## src/rtl/reg_file_arbiter.sv

```systemverilog
// reg_file_arbiter
//   Shares the single write port and single read port of a 4x8 register
//   file between two requesters. One operation (read or write) is issued
//   per cycle. Fair round-robin between the two requesters, with an
//   optional lock that lets one requester keep the file for a bounded burst
//   of up to MAX_BURST consecutive grants.
//
// Ports
//   clk, rst_n        clock (rising edge), asynchronous active-low reset
//   req_valid[i]      requester i has an operation pending
//   req_we[i]         1 = write, 0 = read
//   req_lock[i]       requester i wants to keep the grant after this transfer
//   req_addr/wdata    requester i fields at [i*W +: W]
//   req_ready[i]      requester i accepted this cycle (one-hot or zero)
//   rsp_valid[i]      1-cycle pulse, rsp_rdata holds requester i's read data
//   gnt_id            index of the last granted requester
//   locked            lock state register (LOCKED = 1)
//   rf_*              direct drive of the register file ports; rf_r_data is
//                     the file's combinational read data
//
// Handshake: a transfer happens on a rising edge where req_valid[i] and
// req_ready[i] are both high. req_ready depends combinationally on req_valid
// and internal state only, never on the cycle's other data inputs. There is
// no backpressure on responses: rsp_valid is a single-cycle pulse.
module reg_file_arbiter #(
  parameter int ADDR_W    = 2,
  parameter int DATA_W    = 8,
  parameter int MAX_BURST = 4
) (
  input  logic                  clk,
  input  logic                  rst_n,
  input  logic [1:0]            req_valid,
  input  logic [1:0]            req_we,
  input  logic [1:0]            req_lock,
  input  logic [2*ADDR_W-1:0]   req_addr,
  input  logic [2*DATA_W-1:0]   req_wdata,
  output logic [1:0]            req_ready,
  output logic [1:0]            rsp_valid,
  output logic [DATA_W-1:0]     rsp_rdata,
  output logic                  gnt_id,
  output logic                  locked,
  output logic                  rf_wr_en,
  output logic [ADDR_W-1:0]     rf_w_addr,
  output logic [DATA_W-1:0]     rf_w_data,
  output logic [ADDR_W-1:0]     rf_r_addr,
  input  logic [DATA_W-1:0]     rf_r_data
);

  localparam int                CNT_W     = $clog2(MAX_BURST + 1);
  localparam logic [CNT_W-1:0]  BURST_MAX = CNT_W'(MAX_BURST);
  // A burst of one grant is no lock at all, so req_lock is ignored then.
  localparam logic              LOCK_EN   = (MAX_BURST > 1);

  typedef enum logic {
    ST_UNLOCKED = 1'b0,
    ST_LOCKED   = 1'b1
  } state_t;

  state_t            r_state;
  state_t            w_state_nxt;
  logic              r_prio;
  logic              w_prio_nxt;
  logic              r_lock_owner;
  logic              w_owner_nxt;
  logic [CNT_W-1:0]  r_burst_cnt;
  logic [CNT_W-1:0]  w_cnt_nxt;
  logic [CNT_W-1:0]  w_cnt_inc;
  logic [1:0]        r_rsp_valid;
  logic [DATA_W-1:0] r_rsp_rdata;
  logic              r_gnt_id;

  logic              w_owner_active;
  logic              w_grant;
  logic              w_gnt_idx;
  logic              w_gnt_we;
  logic              w_keep;
  logic [ADDR_W-1:0] w_addr_sel;
  logic [DATA_W-1:0] w_wdata_sel;

  // Arbitration. A lock only binds while its owner is still requesting;
  // when the owner goes idle the same cycle falls through to the ordinary
  // round-robin choice, so the other requester loses no cycle. Nothing is
  // granted while reset is asserted, which also keeps rf_wr_en low.
  always_comb begin
    w_owner_active = (r_state == ST_LOCKED) && req_valid[r_lock_owner];
    w_grant        = 1'b0;
    w_gnt_idx      = 1'b0;
    if (rst_n) begin
      if (w_owner_active) begin
        w_grant   = 1'b1;
        w_gnt_idx = r_lock_owner;
      end else if (&req_valid) begin
        w_grant   = 1'b1;
        w_gnt_idx = r_prio;
      end else if (req_valid[0]) begin
        w_grant   = 1'b1;
        w_gnt_idx = 1'b0;
      end else if (req_valid[1]) begin
        w_grant   = 1'b1;
        w_gnt_idx = 1'b1;
      end
    end
  end

  // Steer the granted requester's fields onto the register file ports;
  // unused ports are held at zero.
  always_comb begin
    w_addr_sel  = w_gnt_idx ? req_addr[ADDR_W +: ADDR_W]  : req_addr[0 +: ADDR_W];
    w_wdata_sel = w_gnt_idx ? req_wdata[DATA_W +: DATA_W] : req_wdata[0 +: DATA_W];
    w_gnt_we    = req_we[w_gnt_idx];
    req_ready   = 2'b00;
    rf_wr_en    = 1'b0;
    rf_w_addr   = '0;
    rf_w_data   = '0;
    rf_r_addr   = '0;
    if (w_grant) begin
      req_ready[w_gnt_idx] = 1'b1;
      if (w_gnt_we) begin
        rf_wr_en  = 1'b1;
        rf_w_addr = w_addr_sel;
        rf_w_data = w_wdata_sel;
      end else begin
        rf_r_addr = w_addr_sel;
      end
    end
  end

  // Lock/burst next state. The burst count is the number of grants already
  // given inside the current lock; the grant that would reach MAX_BURST
  // ends the lock and hands priority to the other requester.
  always_comb begin
    w_state_nxt = r_state;
    w_prio_nxt  = r_prio;
    w_owner_nxt = r_lock_owner;
    w_cnt_nxt   = r_burst_cnt;
    w_cnt_inc   = r_burst_cnt + CNT_W'(1);
    w_keep      = LOCK_EN && req_lock[w_gnt_idx] &&
                  (!w_owner_active || (w_cnt_inc < BURST_MAX));
    if (w_grant) begin
      if (w_keep) begin
        w_state_nxt = ST_LOCKED;
        if (w_owner_active) begin
          w_cnt_nxt = w_cnt_inc;
        end else begin
          w_owner_nxt = w_gnt_idx;
          w_cnt_nxt   = CNT_W'(1);
        end
      end else begin
        w_state_nxt = ST_UNLOCKED;
        w_cnt_nxt   = '0;
        w_prio_nxt  = ~w_gnt_idx;
      end
    end else if (r_state == ST_LOCKED) begin
      w_state_nxt = ST_UNLOCKED;
      w_cnt_nxt   = '0;
    end
  end

  always_ff @(posedge clk or negedge rst_n) begin
    if (!rst_n) begin
      r_state      <= ST_UNLOCKED;
      r_prio       <= 1'b0;
      r_lock_owner <= 1'b0;
      r_burst_cnt  <= '0;
      r_rsp_valid  <= 2'b00;
      r_rsp_rdata  <= '0;
      r_gnt_id     <= 1'b0;
    end else begin
      r_state      <= w_state_nxt;
      r_prio       <= w_prio_nxt;
      r_lock_owner <= w_owner_nxt;
      r_burst_cnt  <= w_cnt_nxt;
      // On a read grant req_ready is exactly the one-hot response target.
      r_rsp_valid  <= w_gnt_we ? 2'b00 : req_ready;
      if (w_grant) begin
        r_gnt_id <= w_gnt_idx;
      end
      if (w_grant && !w_gnt_we) begin
        r_rsp_rdata <= rf_r_data;
      end
    end
  end

  assign rsp_valid = r_rsp_valid;
  assign rsp_rdata = r_rsp_rdata;
  assign gnt_id    = r_gnt_id;
  assign locked    = (r_state == ST_LOCKED);

endmodule

```

## config.mk

```make
export PLATFORM = sky130hd
export DESIGN_NAME = reg_file_arbiter
export DESIGN_NICKNAME = d
export VERILOG_FILES = /design/src/rtl/reg_file_arbiter.sv
export SDC_FILE = /design/constraint.sdc
export NUM_CORES = 1
export LEC_CHECK = 0
export ABC_AREA = 1
export CORE_ASPECT_RATIO = 0.8
export CORE_MARGIN = 1
export CORE_UTILIZATION = 39
export CTS_BUF_LIST = sky130_fd_sc_hd__clkbuf_8 sky130_fd_sc_hd__clkbuf_16
export CTS_CLUSTER_SIZE = 28
export DETAILED_ROUTE_END_ITERATION = 12
export GPL_TIMING_DRIVEN = 0
export PLACE_DENSITY = 0.84
export SETUP_SLACK_MARGIN = 0.1
export SYNTH_ARGS = -nofsm -noshare
export SYNTH_HDL_FRONTEND = slang
export SYNTH_SLANG_ARGS = --single-unit
```

## constraint.sdc

```tcl
create_clock -name clk -period 2.28 [get_ports clk]
set_input_delay 0.456 -clock clk [delete_from_list [all_inputs] [get_ports clk]]
set_output_delay 0.456 -clock clk [all_outputs]
set_load 0.02 [all_outputs]
```

==> flow_summary.json, run 1 <==
{
  "status": "finished with violations",
  "violations": "negative setup slack",
  "gp_congestion": 0.8637,
  "setup_viol": 1,
  "fin_util_pct": 84.40,
  "grt_pass1_wl_mm": 5.513,
  "cp_cell_sequence": "inv_2 > nand4_1 > buf_4 > nand3_4 > inv_4 > buf_4 > o21ai_4 > nor2_4 > buf_6",
  "met2_usage_pct": 44.77,
  "grt_util_all_layers_pct": 27.18,
  "firstDrtPassIters": 4,
  "synthTopCellsByArea": "dfrtp_1 (42%), nand2_1 (18%), nand3_1 (6.9%)",
  "slew_headroom_pct": 80.38,
  "critPathRequiredTime_ns": 1.82,
  "synth_nets": 174,
  "worstSkewPairLatency_ns": 0.26,
  "syn_to_final_growth_pct": 104.8,
  "cts.sinks": 17,
  "ant_nets": 0,
  "synth-adder-area-share_pct": 1.233,
  "grt_max_degree": 23,
  "drive_above_1_share_pct": 36.44,
  "ys_seq_area_share_pct": 41.92,
  "min_period_ns": 2.287,
  "io_pins": 63,
  "crit_type": "flip-flop to output pin",
  "hpwl_mm": 2.334,
  "viasPerCell": 5.226,
  "yosysTopAreaCell": "dfrtp_1",
  "cts_hold_buffers": 0,
  "reg2reg_from": "r_lock_owner",
  "leakage_nw": 0.9851,
  "max-cap-violations": 0,
  "r2r_cells": 11,
  "power_density_nw_per_um2": 564.1,
  "path_max_fanout": 5,
  "start_util_pct": 41.21,
  "arrival_ns": 1.83,
  "wire_per_inst_um": 16.87,
  "ys_ff_latch": 17,
  "min_path_type": "primary input to async pin",
  "die_h_um": 47.63,
  "ys_types": 23,
  "grt_pass1_vias": 1165,
  "synth_area_per_cell_um2": 7.407,
  "clkTransAtPathRegs_ns": 0.07,
  "synth_top_family_by_area": "simple AND/OR/NAND/NOR gates",
  "ys_warn_count": 0,
  "cts_max_level": 1,
  "cts_max_path_buffers": 2,
  "yosysTopAreaCellShare_pct": 41.92,
  "rsz0062_at_grt": "true",
  "nFillCells": 126,
  "synth-compound-area-share_pct": 9.125,
  "syn_inst": 137,
  "antenna_found_initial": 0,
  "top_usage_layer": "met2",
  "core.rowCount": 16,
  "synth-simple-area-share_pct": 40.69,
  "nets": 263,
  "clock_skew_ns": 0.007622,
  "drt_wl_total_mm": 4.404,
  "worstMarginPinSlew_ns": 0.2936,
  "finalSetupTns_ns": -0.006510,
  "cts_root_buf": "clkbuf_8",
  "syn_area_um2": 1015,
  "gr-usage-met3_pct": 7.568,
  "worst_hold_slack_ns": 0.03718,
  "cp_common_cell": "buf_4",
  "num_vias": 1364,
  "drc": 0,
  "maxSlewViolCount": 0,
  "coreArea_um2": 2462,
  "hold_viol": 0,
  "antenna_cells": 0,
  "worstSetupEndpointType": "output pin",
  "ir_drop_v": 0.0005252,
  "cts_tree": "yes",
  "synth_xor_area_share_pct": 0,
  "cts_inserted_buffers": 3,
  "drt-initial-drc-count": 66,
  "fin_crit_sh_pct": 100.3,
  "worstReg2RegEnd": "r_prio",
  "gr-total-overflow": 0,
  "die_area_um2": 2811,
  "timing.final.ws_setup_ns": -0.006510,
  "rrSetupSlack_ns": 0.56,
  "use_met1_pct": 34.62,
  "synth_mux_area_share_pct": 0,
  "die_x_um": 59.03,
  "max_freq_mhz": 437.3,
  "start_kind": "flip-flop",
  "numPortBuffers": 62,
  "critPathMaxStageDelay_ns": 0.41,
  "cp_slowest_cell": "dfrtp_1"
}
## stage by stage
step | total power, W | cell area, µm² | worst slack, ns | std cells
after floorplan | 0.0005890 | 1015 | 0.2263 | 137
after global placement | 0.0007900 | 1680 | -1.362 | 235
after detailed placement | 0.0008034 | 1680 | -1.403 | 235
after CTS | 0.001098 | 1916 | 0.06916 | 252
after global routing | 0.001229 | 2078 | -0.06637 | 261
final | 0.001172 | 2078 | -0.006510 | 261
## how the worst max path moves through the flow
stage	slack, ns	to	startpoint	depth (start not counted)
final	-0.007	rf_w_addr[1]	r_lock_owner	9
after global routing	-0.07	rf_w_addr[1]	r_lock_owner	9
after CTS	0.07	rf_w_data[5]	r_lock_owner	10
after detailed placement	-1.40	rf_w_data[5]	rst_n	7
after global placement	-1.36	rf_w_data[3]	rst_n	7
after floorplan	0.23	rf_w_data[0]	req_valid[1]	9
## cell families (layout without fill, tap and decap cells)
kind of cell             count (synthesis)  count (layout)
adder cells (fa/ha/maj)                  1               1
flip-flops                              17              17
AO/OA/AOI/OAI                           14              14
buffers and inverters                   17             104
AND/OR/NAND/NOR                         88              89
## routing by layer
layer | share of wire [%] | vias to the layer above
met4 | 1.7 | 0
met2 | 53 | 53
met1 | 40 | 680
met3 | 4.3 | 10
li1 | - | 621
met5 | 0 | -
## repair_timing
item,in CTS,in global routing
resized for setup,114,31
pin swaps,6,12
endpoints found under the setup margin,31,15
gates cloned,2,0
endpoints found under the hold margin,0,0
buffers inserted,11,9
## cells in the mapped netlist, drive strengths merged
| library cell | n |
|---|---|
| dfrtp | 17 |
| nor3b | 1 |
| or2 | 3 |
| a21oi | 9 |
| nor2 | 9 |
| nand4 | 6 |
| nor3 | 1 |
| nand2 | 52 |
| buf | 4 |
| o21ai | 4 |
| nand3 | 16 |
| ha | 1 |
| o211ai | 1 |
| inv | 13 |
## state kept, by name, summed over array words and instances (netlist names)
signal        cells
r_lock_owner      1
gnt_id            1
rsp_rdata         8
rsp_valid         2
r_prio            1
locked            1
r_burst_cnt       3
## placed cells by master (no fill, tap or decap), types with 2 or more instances in the layout
master           count
a21oi_2              4
a21oi_4              4
buf_2                3
buf_4               20
buf_6               16
clkbuf_2             2
clkbuf_8             3
clkdlybuf4s50_1     44
dfrtp_1             16
inv_1                8
inv_2                4
nand2_1             45
nand2_2              3
nand2_4              4
nand3_1             14
nand3_4              3
nand4_1              6
nor2_1               5
nor2_4               4
o21ai_4              2
or2_4                2
## where the power goes
| group | internal (W) | switching, W | total (W) |
|---|---|---|---|
| combinational | 0.000269 | 0.000295 | 0.000564 |
| sequential | 0.000351 | 0.0000326 | 0.000383 |
| clock | 0.000121 | 0.000104 | 0.000225 |
| total | 0.000741 | 0.000431 | 0.00117 |
## final cells by class
class	count	area (µm²)	area share, %
buffer	4	42.54	2.047
clock buffer	3	41.29	1.987
clock inverter	1	5.005	0.2408
multi-input combinational	104	678.2	32.63
inverter	13	51.30	2.468
sequential	17	426.7	20.53
timing repair buffer	83	788.3	37.93
tap	36	45.04	2.167
## worst max-delay path: cells and delay by family (launching register included)
family / cells / cell delay, ns
simple gates: 3 / 0.36
buf+inv: 5 / 0.62
flops: 1 / 0.41
compound gates: 1 / 0.19
(Power assumes the default switching activity.)
==> run 2: changes to the inputs <==
==> constraint.sdc (replaced) <==
create_clock -name clk -period 2.28 [get_ports clk]
set_input_delay 0.456 -clock clk [delete_from_list [all_inputs] [get_ports clk]]
set_output_delay 0.456 -clock clk [all_outputs]
set_load 0.1 [all_outputs]
==> run 2 against run 1 <==
The flow still finishes with violations (negative setup slack). Sequential power grew 1%. Worst setup slack worse by 0.12 ns. Combinational power increased by 68%. Largest cell class unchanged. Highest routed layer unchanged.
==> flow_summary.json, run 2 (synthesis results as in run 1) <==
{
  "fin_crit_sh_pct": 105.4,
  "grt_max_degree": 23,
  "numPortBuffers": 62,
  "gp_congestion": 0.8238,
  "hpwl_mm": 2.502,
  "min_path_type": "primary input to async pin",
  "cts_max_level": 1,
  "violations": "negative setup slack",
  "comb_power_share_pct": 60.1,
  "maxSlewViolCount": 0,
  "r2r_cells": 11,
  "io_pins": 63,
  "power_density_nw_per_um2": 695.9,
  "timing.final.ws_setup_ns": -0.1221,
  "gr-total-overflow": 0,
  "ant_nets": 0,
  "firstDrtPassIters": 4,
  "coreArea_um2": 2462,
  "grt_pass1_wl_mm": 6.755,
  "max-cap-violations": 0,
  "antenna_found_initial": 0,
  "fin_util_pct": 91.67,
  "worst_hold_slack_ns": 0.07495,
  "drt-initial-drc-count": 72,
  "arrival_ns": 1.95,
  "hold_viol": 0,
  "viasPerCell": 5.444,
  "nets": 261,
  "clock_skew_ns": 0.001200,
  "reg2reg_from": "r_lock_owner",
  "grt_util_all_layers_pct": 33.89,
  "mostFrequentLayoutCell": "nand2_1",
  "worstSetupEndpointType": "output pin",
  "leakage_nw": 1.062,
  "start_util_pct": 41.21,
  "pwr-share-seq_pct": 24.6,
  "cts_inserted_buffers": 3,
  "core.rowCount": 16,
  "clkTransAtPathRegs_ns": 0.07,
  "status": "finished with violations",
  "cts_tree": "yes",
  "syn_to_final_growth_pct": 122.4,
  "place_area_um2": 1869,
  "start_kind": "flip-flop",
  "worstReg2RegEnd": "rsp_rdata[5]",
  "final_cell_mix": "nand2_1 (40), clkdlybuf4s50_1 (32), buf_4 (19), dfrtp_1 (16), buf_12 (15)",
  "rsz0062_at_grt": "true",
  "cts_max_path_buffers": 2,
  "die_x_um": 59.03,
  "grt_pass1_vias": 1435,
  "p_int_w": 0.0007482,
  "wire_per_inst_um": 19.56,
  "critPathRequiredTime_ns": 1.82,
  "sw_frac_of_total_pct": 52.37,
  "p_clk_share_pct": 15.2,
  "ir_drop_v": 0.0006718,
  "setup_viol": 13,
  "post-place-ws_ns": -2.011,
  "drc": 0,
  "max_freq_mhz": 416.3,
  "stdcell_area_um2": 2257,
  "slew_headroom_pct": 34.51,
  "num_vias": 1410,
  "largest_reg_flops": 8,
  "cts_root_buf": "clkbuf_8",
  "path_max_fanout": 5,
  "antenna_cells": 0,
  "nFillCells": 89,
  "cts.sinks": 17,
  "die_area_um2": 2811,
  "worstSkewPairLatency_ns": 0.26,
  "worstMarginPinSlew_ns": 0.9808,
  "p_switching_w": 0.0008226,
  "drive_above_1_share_pct": 39.46,
  "rrSetupSlack_ns": 0.38,
  "min_period_ns": 2.402,
  "die_h_um": 47.63,
  "drt_wl_total_mm": 5.067,
  "crit_type": "flip-flop to output pin"
}
-- run 2: layer usage --
layer | global-route usage (%) | up-vias | routed length, µm
met2 | 60.91 | 83 | 2798
met4 | 18.10 | 0 | 178
met3 | 8.378 | 23 | 308
li1 | - | 623 | -
met1 | 38.55 | 681 | 1782
met5 | 0 | - | 0
-- run 2: final cells by class --
type / count / area [µm²] / area share (%)
Timing Repair Buffer: 81 / 893.4 / 39.58
Multi-Input combinational cell: 104 / 735.7 / 32.59
Sequential cell: 17 / 429.2 / 19.01
Inverter: 13 / 55.05 / 2.439
Buffer: 4 / 52.55 / 2.328
Tap cell: 36 / 45.04 / 1.996
Clock buffer: 3 / 41.29 / 1.829
Clock inverter: 1 / 5.005 / 0.2217
-- run 2: repair_timing --
| action | in CTS | in global routing |
|---|---|---|
| gates resized for setup | 165 | 10 |
| cloned | 2 | 0 |
| hold buffers | 0 | 0 |
| setup buffers | 15 | 3 |
| setup endpoints to repair | 42 | 16 |
| pin swaps | 13 | 5 |
-- run 2: per-stage QoR --
stage	setup TNS [ns]	instances	total power (W)
finish	-1.025	259	0.001571
global route	-1.576	259	0.001614
CTS	-0.004721	256	0.001506
detailed placement	-36.72	235	0.001208
global placement	-34.18	235	0.001194
floorplan	-1.713	137	0.0009878
-- run 2: how the worst max path moves through the flow --
stage                       from  slack [ns]  cells after the start      endpoint
floorplan                 locked       -0.16                      6  rf_w_data[0]
global route        r_lock_owner       -0.16                      9  rf_w_data[2]
CTS                 r_lock_owner      -0.002                     10  rf_w_data[5]
finish              r_lock_owner       -0.12                      9  rf_w_data[1]
global placement           rst_n       -1.94                      7  rf_w_data[0]
detailed placement         rst_n       -2.01                      7  rf_w_data[3]
-- run 2: worst max-delay path, stage by stage, from the launching register on --
cell and delay, ns:
dfrtp_1 0.43, nand2_2 0.11, nand4_1 0.10, buf_6 0.14
nand3_4 0.12, nand2_4 0.12, o211ai_4 0.11, clkbuf_16 0.20
a21oi_4 0.15, buf_12 0.19
-- run 2: power groups by stage --
| stage | Clock (W) | Combinational (W) | Sequential [W] |
|---|---|---|---|
| floorplan | 0 | 0.000327 | 0.000661 |
| global route | 0.000248 | 0.000976 | 0.000390 |
| detailed placement | 0 | 0.000822 | 0.000385 |
| CTS | 0.000229 | 0.000896 | 0.000381 |
| finish | 0.000239 | 0.000945 | 0.000387 |
| global placement | 0 | 0.000810 | 0.000384 |
